### src/rtl/hazard_stall_ctrl_pkg.sv
// Shared types and defaults for the pipeline hazard/stall sequencer.
package hazard_stall_ctrl_pkg;

  typedef enum logic {
    ST_RUN       = 1'b0,
    ST_MISS_WAIT = 1'b1
  } state_e;

  localparam int unsigned REG_W_DEF   = 5;
  localparam int unsigned TIMEOUT_DEF = 1023;
  // Register 0 is hardwired to zero, so a load targeting it never creates a hazard.
  localparam int unsigned ZERO_REG    = 0;

  // Smallest counter width whose all-ones value reaches max_val.
  function automatic int unsigned cnt_width(input int unsigned max_val);
    return (max_val < 2) ? 1 : $clog2(max_val + 1);
  endfunction

endpackage

### src/rtl/hazard_stall_ctrl_sat_counter.sv
// Up-counter with synchronous clear that sticks at all-ones instead of wrapping.
module hazard_stall_ctrl_sat_counter #(
  parameter int unsigned Width = 4
) (
  input  logic             clk_i,
  input  logic             rst_ni,
  input  logic             inc_i,
  input  logic             clr_i,
  output logic [Width-1:0] cnt_o
);

  logic [Width-1:0] cnt_q, cnt_d;

  always_comb begin
    cnt_d = cnt_q;
    if (clr_i) begin
      cnt_d = '0;
    end else if (inc_i && (cnt_q != {Width{1'b1}})) begin
      cnt_d = cnt_q + 1'b1;
    end
  end

  always_ff @(posedge clk_i or negedge rst_ni) begin
    if (!rst_ni) begin
      cnt_q <= '0;
    end else begin
      cnt_q <= cnt_d;
    end
  end

  assign cnt_o = cnt_q;

endmodule

### src/rtl/hazard_stall_ctrl.sv
// Pipeline sequencer: load-use bubbles, dcache-miss freeze, deferred branch flush,
// stall-cycle statistics and a sticky miss-timeout flag.
module hazard_stall_ctrl
  import hazard_stall_ctrl_pkg::*;
#(
  parameter int unsigned REG_W   = REG_W_DEF,
  parameter int unsigned CNT_W   = 16,
  parameter int unsigned TIMEOUT = TIMEOUT_DEF
) (
  input  logic             clk_i,
  input  logic             rst_i,
  input  logic [REG_W-1:0] ifid_rs_i,
  input  logic [REG_W-1:0] ifid_rt_i,
  input  logic             ifid_uses_rt_i,
  input  logic             idex_memread_i,
  input  logic [REG_W-1:0] idex_rt_i,
  input  logic             dcache_stall_i,
  input  logic             branch_flush_i,
  output logic             bubble_o,
  output logic             pc_write_o,
  output logic             ifid_write_o,
  output logic             ifid_flush_o,
  output logic             freeze_o,
  output logic [CNT_W-1:0] stall_cnt_o,
  output logic             timeout_o
);

  localparam int unsigned MissW = cnt_width(TIMEOUT);

  state_e           state_q, state_d;
  logic             pend_flush_q, pend_flush_d;
  logic             timeout_q, timeout_d;
  logic             miss_inc, miss_clr;
  logic [MissW-1:0] miss_cnt;
  logic             lu;

  logic bubble, pc_write, ifid_write, ifid_flush, freeze;

  assign lu = idex_memread_i && (idex_rt_i != REG_W'(ZERO_REG)) &&
              ((idex_rt_i == ifid_rs_i) || (ifid_uses_rt_i && (idex_rt_i == ifid_rt_i)));

  always_comb begin
    state_d      = state_q;
    pend_flush_d = pend_flush_q;
    timeout_d    = timeout_q;
    bubble       = 1'b0;
    pc_write     = 1'b0;
    ifid_write   = 1'b0;
    ifid_flush   = 1'b0;
    freeze       = 1'b0;
    miss_inc     = 1'b0;
    miss_clr     = 1'b0;
    if (!rst_i) begin
      bubble = 1'b1;
    end else if (dcache_stall_i) begin
      // Freeze outranks any load-use bubble; a flush seen now is replayed on release.
      freeze  = 1'b1;
      state_d = ST_MISS_WAIT;
      if (branch_flush_i) begin
        pend_flush_d = 1'b1;
      end
      if (state_q == ST_MISS_WAIT) begin
        miss_inc = 1'b1;
        // Sets at the edge where the miss count reaches TIMEOUT.
        if (miss_cnt >= MissW'(TIMEOUT - 1)) begin
          timeout_d = 1'b1;
        end
      end
    end else begin
      bubble       = lu;
      pc_write     = ~lu;
      ifid_write   = ~lu;
      ifid_flush   = branch_flush_i | pend_flush_q;
      pend_flush_d = 1'b0;
      state_d      = ST_RUN;
      miss_clr     = 1'b1;
    end
  end

  always_ff @(posedge clk_i or negedge rst_i) begin
    if (!rst_i) begin
      state_q      <= ST_RUN;
      pend_flush_q <= 1'b0;
      timeout_q    <= 1'b0;
    end else begin
      state_q      <= state_d;
      pend_flush_q <= pend_flush_d;
      timeout_q    <= timeout_d;
    end
  end

  hazard_stall_ctrl_sat_counter #(
    .Width (MissW)
  ) u_miss_cnt (
    .clk_i  (clk_i),
    .rst_ni (rst_i),
    .inc_i  (miss_inc),
    .clr_i  (miss_clr),
    .cnt_o  (miss_cnt)
  );

  hazard_stall_ctrl_sat_counter #(
    .Width (CNT_W)
  ) u_stall_cnt (
    .clk_i  (clk_i),
    .rst_ni (rst_i),
    .inc_i  (~pc_write),
    .clr_i  (1'b0),
    .cnt_o  (stall_cnt_o)
  );

  assign bubble_o     = bubble;
  assign pc_write_o   = pc_write;
  assign ifid_write_o = ifid_write;
  assign ifid_flush_o = ifid_flush;
  assign freeze_o     = freeze;
  assign timeout_o    = timeout_q;

endmodule
### config.mk
export PLATFORM = sky130hd
export DESIGN_NAME = hazard_stall_ctrl
export DESIGN_NICKNAME = d
export VERILOG_FILES = /design/src/rtl/hazard_stall_ctrl_pkg.sv /design/src/rtl/hazard_stall_ctrl_sat_counter.sv /design/src/rtl/hazard_stall_ctrl.sv
export SDC_FILE = /design/constraint.sdc
export NUM_CORES = 1
export LEC_CHECK = 0
export CORE_ASPECT_RATIO = 2
export CORE_MARGIN = 2
export CORE_UTILIZATION = 45
export CTS_BUF_LIST = sky130_fd_sc_hd__clkbuf_16
export DETAILED_ROUTE_END_ITERATION = 16
export PLACE_DENSITY_LB_ADDON = 0.15
export SYNTH_ARGS = -nofsm -noshare
export SYNTH_HDL_FRONTEND = slang
export SYNTH_SLANG_ARGS = --single-unit
### constraint.sdc
create_clock -name clk_i -period 3.6 [get_ports clk_i]
set_input_delay 0.54 -clock clk_i [delete_from_list [all_inputs] [get_ports clk_i]]
set_output_delay 0.54 -clock clk_i [all_outputs]
set_load 0.05 [all_outputs]
Word level (Yosys, flattened, before mapping). Index checks and enable logic that the tools add are counted.

Register bits after elaboration: 29. Bits of input ports: 21. Output and inout bits: 22. Word-level logic and storage cells: 43.

Add/subtract/negate cells: 2. $lt $le $gt $ge: 1. Eq/ne operators: 5. Multiplexer cells: 17. Bitwise logic cells: 3. Reductions and logical operators: 10.

Operator list (count): $mux 10 (2); $add 16x1->16 const B (1); $ne 16x16->1 const B (1); $mux 1 (15); $add 10x1->10 const B (1); $eq 5x5->1 (2); $ge 10x10->1 const B (1); $ne 10x10->1 const B (1); $logic_and 1x1->1 (5); $reduce_bool 5->1 (1); $reduce_and 4->1 (1); $ne 2x1->1 const B (1); $not 1->1 (2); $reduce_and 2->1 (1); $reduce_bool 2->1 (1); $logic_or 1x1->1 (1); $or 1x1->1 (1).

Depth between registers and ports, before layout. Gate-level depths: netlist (run 1).

Depth in word-level cells: 9. Gate-level depth with buffers: 7. Depth with buffers taken out: 6.

By module. A second synthesis (run 1) with hierarchy kept.

Cell total of the unflattened synthesis: 188. Area, all modules: 1798.0 um2.

Modules (own cells, without submodules): hazard_stall_ctrl_sat_counter (u_stall_cnt) (instances 1, cells an instance 98, area an instance 942.2 um2, seq. area each 400.4 um2); hazard_stall_ctrl_sat_counter (u_miss_cnt) (instances 1, cells an instance 55, area an instance 536.8 um2, seq. area each 250.2 um2); hazard_stall_ctrl (instances 1, cells an instance 35, area an instance 319.1 um2, seq. area each 75.1 um2).

Least setup slack after synthesis (run 1). No wires, ideal clock.

Path type: input -> output. Start point: in idex_rt_i[4]. End point: out bubble_o. Data arrival time: 2180 ps. Required time: 3060 ps. Setup slack: 880 ps. Stages on the path: 5. Buffers on the path: 0. Cell sequence: xnor2_1 nand3_1 o22ai_1 nand2_1 o21ai_0.

Longest elaborated chain between the ends: 6. Elaborated cells on any way between the ends: 9. Classes of those cells: eq/ne: 2; mux: 2; reduce/logical: 5.

RTL lines: start: declaration (line hazard_stall_ctrl.sv:16) `input logic [REG_W-1:0] idex_rt_i,`; $eq 5x5->1 (line hazard_stall_ctrl.sv:40) `((idex_rt_i == ifid_rs_i) || (ifid_uses_rt_i && (idex_rt_i == ifid_rt_i)));`; $logic_and 1x1->1 (line hazard_stall_ctrl.sv:40); $logic_or 1x1->1 (line hazard_stall_ctrl.sv:40); $logic_and 1x1->1 (*) (line hazard_stall_ctrl.sv:39) `assign lu = idex_memread_i && (idex_rt_i != REG_W'(ZERO_REG)) &&`; $mux 1 (*) (line hazard_stall_ctrl.sv:55) `end else if (dcache_stall_i) begin`; $mux 1 (*) (line hazard_stall_ctrl.sv:53) `if (!rst_i) begin`; end: declaration (line hazard_stall_ctrl.sv:19) `output logic bubble_o,`.

Every way passes the cells marked *; elsewhere a longest branch is shown, timed or not.

Worst setup path in the final report (run 1).
Start point: in idex_rt_i[1]. End point: out ifid_write_o.

Longest elaborated chain between the ends: 7. Elaborated cells on any way between the ends: 10. Classes of those cells: eq/ne: 2; mux: 2; bitwise: 1; reduce/logical: 5.

RTL lines: $eq 5x5->1 (line hazard_stall_ctrl.sv:40); $logic_and 1x1->1 (line hazard_stall_ctrl.sv:40); $logic_or 1x1->1 (line hazard_stall_ctrl.sv:40); $logic_and 1x1->1 (*) (line hazard_stall_ctrl.sv:39); $not 1->1 (*) (line hazard_stall_ctrl.sv:72) `ifid_write = ~lu;`; $mux 1 (*) (line hazard_stall_ctrl.sv:55); $mux 1 (*) (line hazard_stall_ctrl.sv:53); end: declaration (line hazard_stall_ctrl.sv:21) `output logic ifid_write_o,`.

Marked as above.

==> results.cfg, run 1 <==
[global_route]
grt_pass1_wl_um = 5934
grt_usage_pct = 20.12
grt_pass1_vias = 1379
antenna_found_initial = 0
grt-ovfl-total = 0
grt_max_degree = 36

[layout]
diodes = 0
multi_input_area_um2 = 840.8
final_cell_area_um2 = 2237
drive_above_1_share_pct = 10.58
syn2layout_area_growth_pct = 40.13
final_net_count = 231
fillers = 272
register_area_um2 = 725.7

[yosys]
syn_avg_cell_area_um2 = 10.04
syn_area_um2 = 1597
syn_nets = 183
synth_area_leaders = dfrtp_1 45%, xor2_1 8.8%, xnor2_1 5.5%
synth-seq-cells = 29
synth_edf_count = 0
ys_seq_area_share_pct = 45.45
ys_types = 38
syn_inst = 159
yosys-top-cells-count = 29 x dfrtp_1, 18 x nand2_1, 16 x xor2_1
yosys_warnings = 0
synth_top_flop_cell = dfrtp_1
synth_most_common_cell = dfrtp_1
synth.largest_area_cell = dfrtp_1
async_flop_share_pct = 100.0
synthDominantCellAreaShare_pct = 45.45

[setup_path]
path_cells = clkdlybuf4s50_1 > or4_1 > o21a_1 > a21oi_2 > buf_4 > buf_12
end_kind = primary output
path_class = input port to primary output
startpoint = idex_rt_i[1]
start_kind = input port
cp_max_fo = 13
arrival_ps = 2300
slowest_delay_ps = 560
crit_required_ps = 3060
critical_path.slowest_cell = or4_1
timing.rr.start = u_stall_cnt.cnt_o[6]

[timing]
max_freq_ghz = 0.3515
slew_headroom_pct = 58.92
rsz0062_at_grt = false
post-route-period-util_pct = 79.02
period_needed_ps = 2845
worstMarginPinSlew_ps = 615.0
setup_slack_ps = 755.3
hold_viol_final = 0
holdWs_ps = 468.2
finalMaxSlewViolations = 0
fin_skew_ps = 4.561
setup_viol = 0
tns_ps = 0

[power_and_ir_drop]
peakVddDrop_v = 0.0006059
leakage_nw = 0.9525
power_density_nw_per_um2 = 635.5
p_total_mw = 1.422

[clock_tree]
root_buffer = clkbuf_16
ctsHoldBuffers = 0
path_clk_slew_ps = 40
cts_sinks = 29
cts_setup_buffers = 0
numCtsBuffers = 5
cts_tree = built
cts-resized-gates = 0
clk_path_buf_depth = 2
clock_latency_ps = 270
cts_max_level = 2

[routing]
drc_errors = 0
dr.pass1.iters = 3
final_antenna_net_count = 0
totalWireLength_um = 3564
wl_per_cell_um = 14.85
drt_iter0_drc = 30
viasPerCell = 5.558
vias = 1334

[floorplanning]
die_y_um = 88.24
pin_count = 43
rows = 30
initial_core_util_pct = 47.26
core_area_um2 = 3378
die-width_um = 46.12
dieArea_um2 = 4069

[placement]
io_buffers = 42
hpwl_um = 2785
dp_slack_ps = 761.0
post_dp_cell_area_um2 = 2074
routabilityCongestion = 0.8644

[worst_hold_path]
worstHoldStart = timeout_o
hold_class = flip-flop to flip-flop

[run_status]
outcome = finished clean

[run]
max_cap_violations = 0
## logic make-up after synthesis
family                     count (synthesis)  synth area share (%)
buffers and inverters                      5                 1.881
adders and majority gates                  3                 2.351
AOI/OAI and AO/OA                         19                 7.681
xor gates and xnor gates                  26                 14.26
DFF                                       29                 45.45
muxes                                      7                 4.780
and+or+nand+nor                           70                 23.59
## area by class of cell
| cell class | count | share of cell area (%) |
|---|---|---|
| well taps | 32 | 1.790 |
| flip-flops and latches | 29 | 32.44 |
| inverters | 2 | 0.3356 |
| clock inverters | 3 | 1.678 |
| repair buffers | 44 | 20.58 |
| multi-input cells | 125 | 37.58 |
| clock buffers | 5 | 5.593 |
## worst max-delay path, delay by kind of cell
family | cells | cell delay (ps)
AOI/OAI and AO/OA | 2 | 340
buffers and inverters | 3 | 850
and+or+nand+nor | 1 | 560
## per-layer routing
layer	GRT usage, %	routed length, um	vias up	part of all wire (%)
met4	10.39	92	0	2.6
li1	-	-	656	-
met5	0	0	-	0
met2	35.98	2087	28	59
met3	4.490	117	7	3.3
met1	20.45	1266	643	36
## stage by stage
step,cells,utilization [%]
finish,240,66.22
global placement,232,61.41
global route,240,66.22
floorplan,159,-
CTS,240,66.22
detailed placement,232,61.41
## cell usage in the layout (no fill, tap or decap), types with 7 or more instances in the layout
cell type        instances
clkdlybuf4s50_1         37
dfrtp_1                 29
nand2_1                 18
xor2_1                  16
nor2_1                  15
xnor2_1                 10
nand4_1                  7
and3_1                   7
## worst paths after layout
| path | to | slack (ps) | depth (start not counted) |
|---|---|---|---|
| worst max-delay path | ifid_write_o | 760 | 6 |
| worst min-delay path | timeout_o | 470 | 2 |
| worst max register to register | u_stall_cnt.cnt_o[5] | 1590 | 6 |
| worst min register to register | timeout_o | 470 | 2 |
| max in group asynchronous | pend_flush_q | 2600 | 2 |
| min in group asynchronous | u_stall_cnt.cnt_o[15] | 700 | 2 |
## state kept, by name, indices dropped and copies added (netlist names)
signal / count
u_stall_cnt.cnt_o: 16
timeout_o: 1
state_q: 1
pend_flush_q: 1
u_miss_cnt.cnt_o: 10
## power by group
part / internal [mW] / switching [mW] / total [mW]
sequential: 0.389 / 0.0767 / 0.465
combinational: 0.191 / 0.316 / 0.506
clock: 0.320 / 0.130 / 0.450
total: 0.900 / 0.522 / 1.42
Note: power is estimated with default switching activity, not from simulation.
==> run 2: changes to the inputs <==
Clock period 3.6 ns to 2.69 ns, I/O delays scaled along.
==> results.cfg, run 2 (synthesis results as in run 1) <==
[run_status]
outcome = finished clean

[timing]
finalMaxSlewViolations = 0
tns_ps = 0
max_freq_ghz = 0.3964
fin_skew_ps = 4.187
post-route-period-util_pct = 93.79
period_needed_ps = 2523
slew_headroom_pct = 56.73
setup_viol = 0
rsz0062_at_grt = false
worstMarginPinSlew_ps = 647.7
hold_viol_final = 0

[routing]
dr.pass1.iters = 4
totalWireLength_um = 3651
drc_errors = 0
wl_per_cell_um = 15.21
final_antenna_net_count = 0
drt_iter0_drc = 22
viasPerCell = 5.675
vias = 1362

[setup_path]
cp_max_fo = 13
r2r_slack_ps = 690
crit_required_ps = 2290
path_buf_inv = 3
crit_family = buffers and inverters
arrival_ps = 2120
timing.rr.start = u_stall_cnt.cnt_o[6]
cpMostUsedCell = buf_12
regToRegEndpoint = u_stall_cnt.cnt_o[2]
path_class = input port to primary output
path_cells = clkdlybuf4s50_1 > or4_1 > o21a_1 > a21oi_2 > buf_12 > buf_12
ff2ff_path_depth = 6
start_kind = input port
slowest_delay_ps = 540
critical_path.slowest_cell = or4_1
end_kind = primary output

[floorplanning]
pin_count = 43
initial_core_util_pct = 47.26
die-width_um = 46.12
rows = 30
die_y_um = 88.24
dieArea_um2 = 4069
core_area_um2 = 3378

[layout]
mostFrequentLayoutCell = clkdlybuf4s50_1
fillers = 255
fin_cells = 240
final_cell_mix = 37 x clkdlybuf4s50_1, 29 x dfrtp_1, 18 x nand2_1, 16 x xor2_1, 15 x nor2_1
multi_input_area_um2 = 840.8
register_area_um2 = 725.7
final_net_count = 231
largest_register_ffs = 16
drive_above_1_share_pct = 11.54
syn2layout_area_growth_pct = 40.44
diodes = 0

[worst_hold_path]
hold_class = flip-flop to flip-flop
holdPathEnd = timeout_o
worstHoldStart = timeout_o
whs_path_depth = 2

[placement]
routabilityCongestion = 0.8362
io_buffers = 42
dp.cells = 232
hpwl_um = 2733

[global_route]
grt-ovfl-total = 0
grt_usage_pct = 21.02
grt_pass1_vias = 1434
antenna_found_initial = 0
grt_max_degree = 35
grt_pass1_wl_um = 6189

[clock_tree]
cts_sinks = 29
cts-resized-gates = 0
clock_latency_ps = 270
root_buffer = clkbuf_16
path_clk_slew_ps = 50
cts_setup_buffers = 0
clk_path_buf_depth = 2
cts_tree = built
ctsHoldBuffers = 0
numCtsBuffers = 5
cts_max_level = 2

[run]
max_cap_violations = 0

[power_and_ir_drop]
p_total_mw = 1.843
peakVddDrop_v = 0.0008351
leakage_nw = 0.9467
power_density_nw_per_um2 = 821.9
## run 2: cell count changes in the layout (fill, tap and decap cells not counted), sizes merged
cell / previous run / this run
bufinv: 1 / 0
clkinv: 1 / 2
clkinvlp: 0 / 1
inv: 3 / 2
## run 2: tightest hold or removal path, cell delays in order (launching register included)
cell and delay, ps:
dfrtp_1 340, inv_1 40, o31ai_1 50
## run 2: layer usage
metal  global-route usage, %  vias to the layer above  routed length [um]
li1                        -                      656                   -
met1                   21.30                      671                1283
met2                   37.50                       28                2155
met3                   6.122                        7                 137
met4                   9.351                        0                  74
met5                       0                        -                   0
## run 2: worst max-delay path by stage
| stage | from | endpoint | slack, ps | cells past startpoint |
|---|---|---|---|---|
| final | idex_rt_i[1] | ifid_write_o | 170 | 6 |
| after global routing | idex_rt_i[1] | pc_write_o | 100 | 6 |
| after CTS | idex_rt_i[1] | ifid_write_o | 160 | 6 |
| after detailed placement | idex_rt_i[3] | u_stall_cnt.cnt_o[1] | 60 | 8 |
| after global placement | idex_rt_i[0] | u_stall_cnt.cnt_o[1] | 160 | 8 |
| after floorplan | idex_rt_i[4] | bubble_o | 240 | 5 |
## run 2: report_power, final
group | switching [mW] | internal, mW
registers | 0.104 | 0.520
logic | 0.428 | 0.261
clock network | 0.192 | 0.338
total | 0.724 | 1.12
## run 2: final cells by class
class	count	area share [%]
Clock buffer	5	5.580
Clock inverter	3	0.7813
Timing Repair Buffer	44	21.65
Tap cell	32	1.786
Multi-Input combinational cell	125	37.50
Sequential cell	29	32.37
Inverter	2	0.3348
## run 2: stage by stage
stage	util [%]	instance area, um^2	hold slack [ps]	setup WS (ps)
finish	66.37	2242	467.3	167.0
global route	66.37	2242	487.2	97.10
CTS	66.37	2242	473.9	162.6
detailed placement	62.15	2100	461.8	60.38
global placement	62.15	2100	447.1	163.1
floorplan	-	1597	107.9	242.7
==> run 3: changes to the inputs <==
Settings changed: CORE_UTILIZATION 45 to 48, CTS_BUF_LIST sky130_fd_sc_hd__clkbuf_16 to unset.
==> results.cfg, run 3 (synthesis results as in run 1) <==
[global_route]
grtUsageMet1_pct = 21.05
use_met2_pct = 39.00
grt_max_degree = 29
grt_pass1_wl_um = 6161
top_usage_layer = met2
grt_pass1_vias = 1419
grt-ovfl-total = 0
use_met3_pct = 5.895
antenna_found_initial = 0
grt_usage_pct = 22.13

[routing]
drc_errors = 0
wl_per_cell_um = 15.22
viasPerCell = 5.614
vias = 1353
drt_iter0_drc = 18
final_antenna_net_count = 0
totalWireLength_um = 3669
dr.pass1.iters = 4

[placement]
post_dp_cell_area_um2 = 2113
hpwl_um = 2860
routabilityCongestion = 0.8073
io_buffers = 42
dp.cells = 233

[clock_tree]
cts_tree = built
cts-resized-gates = 0
cts_sinks = 29
ctsHoldBuffers = 0
root_buffer = clkbuf_8
cts_setup_buffers = 0
numCtsBuffers = 5
cts_max_level = 2
path_clk_slew_ps = 60
clk_path_buf_depth = 2
clock_latency_ps = 280

[setup_path]
cp_max_fo = 13
cpMostUsedCell = buf_12
timing.rr.start = u_stall_cnt.cnt_o[6]
arrival_ps = 2140
start_kind = input port
crit_required_ps = 2290
regToRegEndpoint = u_stall_cnt.cnt_o[4]
critical_path.slowest_cell = or4_1
end_kind = primary output
path_cells = clkdlybuf4s50_1 > or4_1 > o21a_1 > a21oi_2 > buf_12 > buf_12
r2r_slack_ps = 660
slowest_delay_ps = 560
path_class = input port to primary output
ff2ff_path_depth = 6

[timing]
rsz0062_at_grt = false
tns_ps = 0
max_freq_ghz = 0.3927
finalMaxSlewViolations = 0
post-route-period-util_pct = 94.67
worstMarginPinSlew_ps = 605.0
period_needed_ps = 2547
slew_headroom_pct = 59.48
holdWs_ps = 465.0
hold_viol_final = 0
fin_skew_ps = 6.196
setup_viol = 0

[layout]
utilization_pct = 69.83
final_cell_mix = 37 x clkdlybuf4s50_1, 29 x dfrtp_1, 18 x nand2_1, 16 x xor2_1, 15 x nor2_1
largest_register_ffs = 16
final_cell_area_um2 = 2230
final_net_count = 233
diodes = 0
mostFrequentLayoutCell = clkdlybuf4s50_1
fillers = 252
drive_above_1_share_pct = 11.90
syn2layout_area_growth_pct = 39.66
fin_cells = 241

[floorplanning]
die-width_um = 44.78
rows = 29
die_y_um = 85.56
core_area_um2 = 3193
initial_core_util_pct = 50.00
pin_count = 43
dieArea_um2 = 3831

[worst_hold_path]
worstHoldStart = timeout_o
whs_path_depth = 2
holdPathEnd = timeout_o
hold_class = flip-flop to flip-flop

[power_and_ir_drop]
peakVddDrop_v = 0.0007511
leakage_nw = 0.9455
power_density_nw_per_um2 = 799.1

[run_status]
outcome = finished clean

[run]
max_cap_violations = 0
run 3: changes by cell type in the layout (fill, tap and decap cells not counted), moves of 2 or more:
cell / change
clkbuf_16: -5
clkinv_2: -2
clkbuf_8: +6
buf_4: +2
run 3: power by group:
part	internal [mW]	total [mW]	switching, mW	leakage, nW
registers	0.519	0.625	0.106	0.363
clock network	0.302	0.465	0.164	0.0585
logic	0.261	0.691	0.430	0.524
run 3: final cells by class:
| cell class | count | area (um^2) | area share (%) |
|---|---|---|---|
| multi-input cells | 125 | 840.8 | 37.71 |
| repair buffers | 46 | 500.5 | 22.45 |
| well taps | 31 | 38.79 | 1.740 |
| inverters | 2 | 7.507 | 0.3367 |
| flip-flops and latches | 29 | 725.7 | 32.55 |
| clock inverters | 1 | 30.03 | 1.347 |
| clock buffers | 7 | 86.33 | 3.872 |
run 3: layer usage:
metal | up-vias | wire length [um]
met1 | 649 | 1278
met2 | 31 | 2092
met5 | - | 0
li1 | 660 | -
met4 | 0 | 157
met3 | 13 | 140
run 3: worst max-delay path by stage:
| stage | cells after the start | to | slack [ps] | from |
|---|---|---|---|---|
| 4_1_cts | 6 | pc_write_o | 130 | idex_rt_i[1] |
| 5_1_grt | 6 | pc_write_o | 80 | idex_rt_i[1] |
| 6_report | 6 | ifid_write_o | 140 | idex_rt_i[1] |
| 2_1_floorplan | 5 | bubble_o | 240 | idex_rt_i[4] |
| 3_5_place_dp | 8 | u_stall_cnt.cnt_o[1] | 50 | idex_rt_i[4] |
| 3_3_place_gp | 8 | u_stall_cnt.cnt_o[1] | 170 | idex_rt_i[0] |
run 3: worst max-delay path, delay by kind of cell:
family / cells / cell delay (ps)
AOI/OAI and AO/OA: 2 / 400
and+or+nand+nor: 1 / 560
buffers and inverters: 3 / 770
run 3: per-stage QoR:
stage	worst slack (ps)	power (mW)
finish	143.3	1.782
CTS	131.4	1.791
floorplan	242.7	1.054
detailed placement	53.20	1.322
global placement	168.9	1.306
global route	78.53	1.865
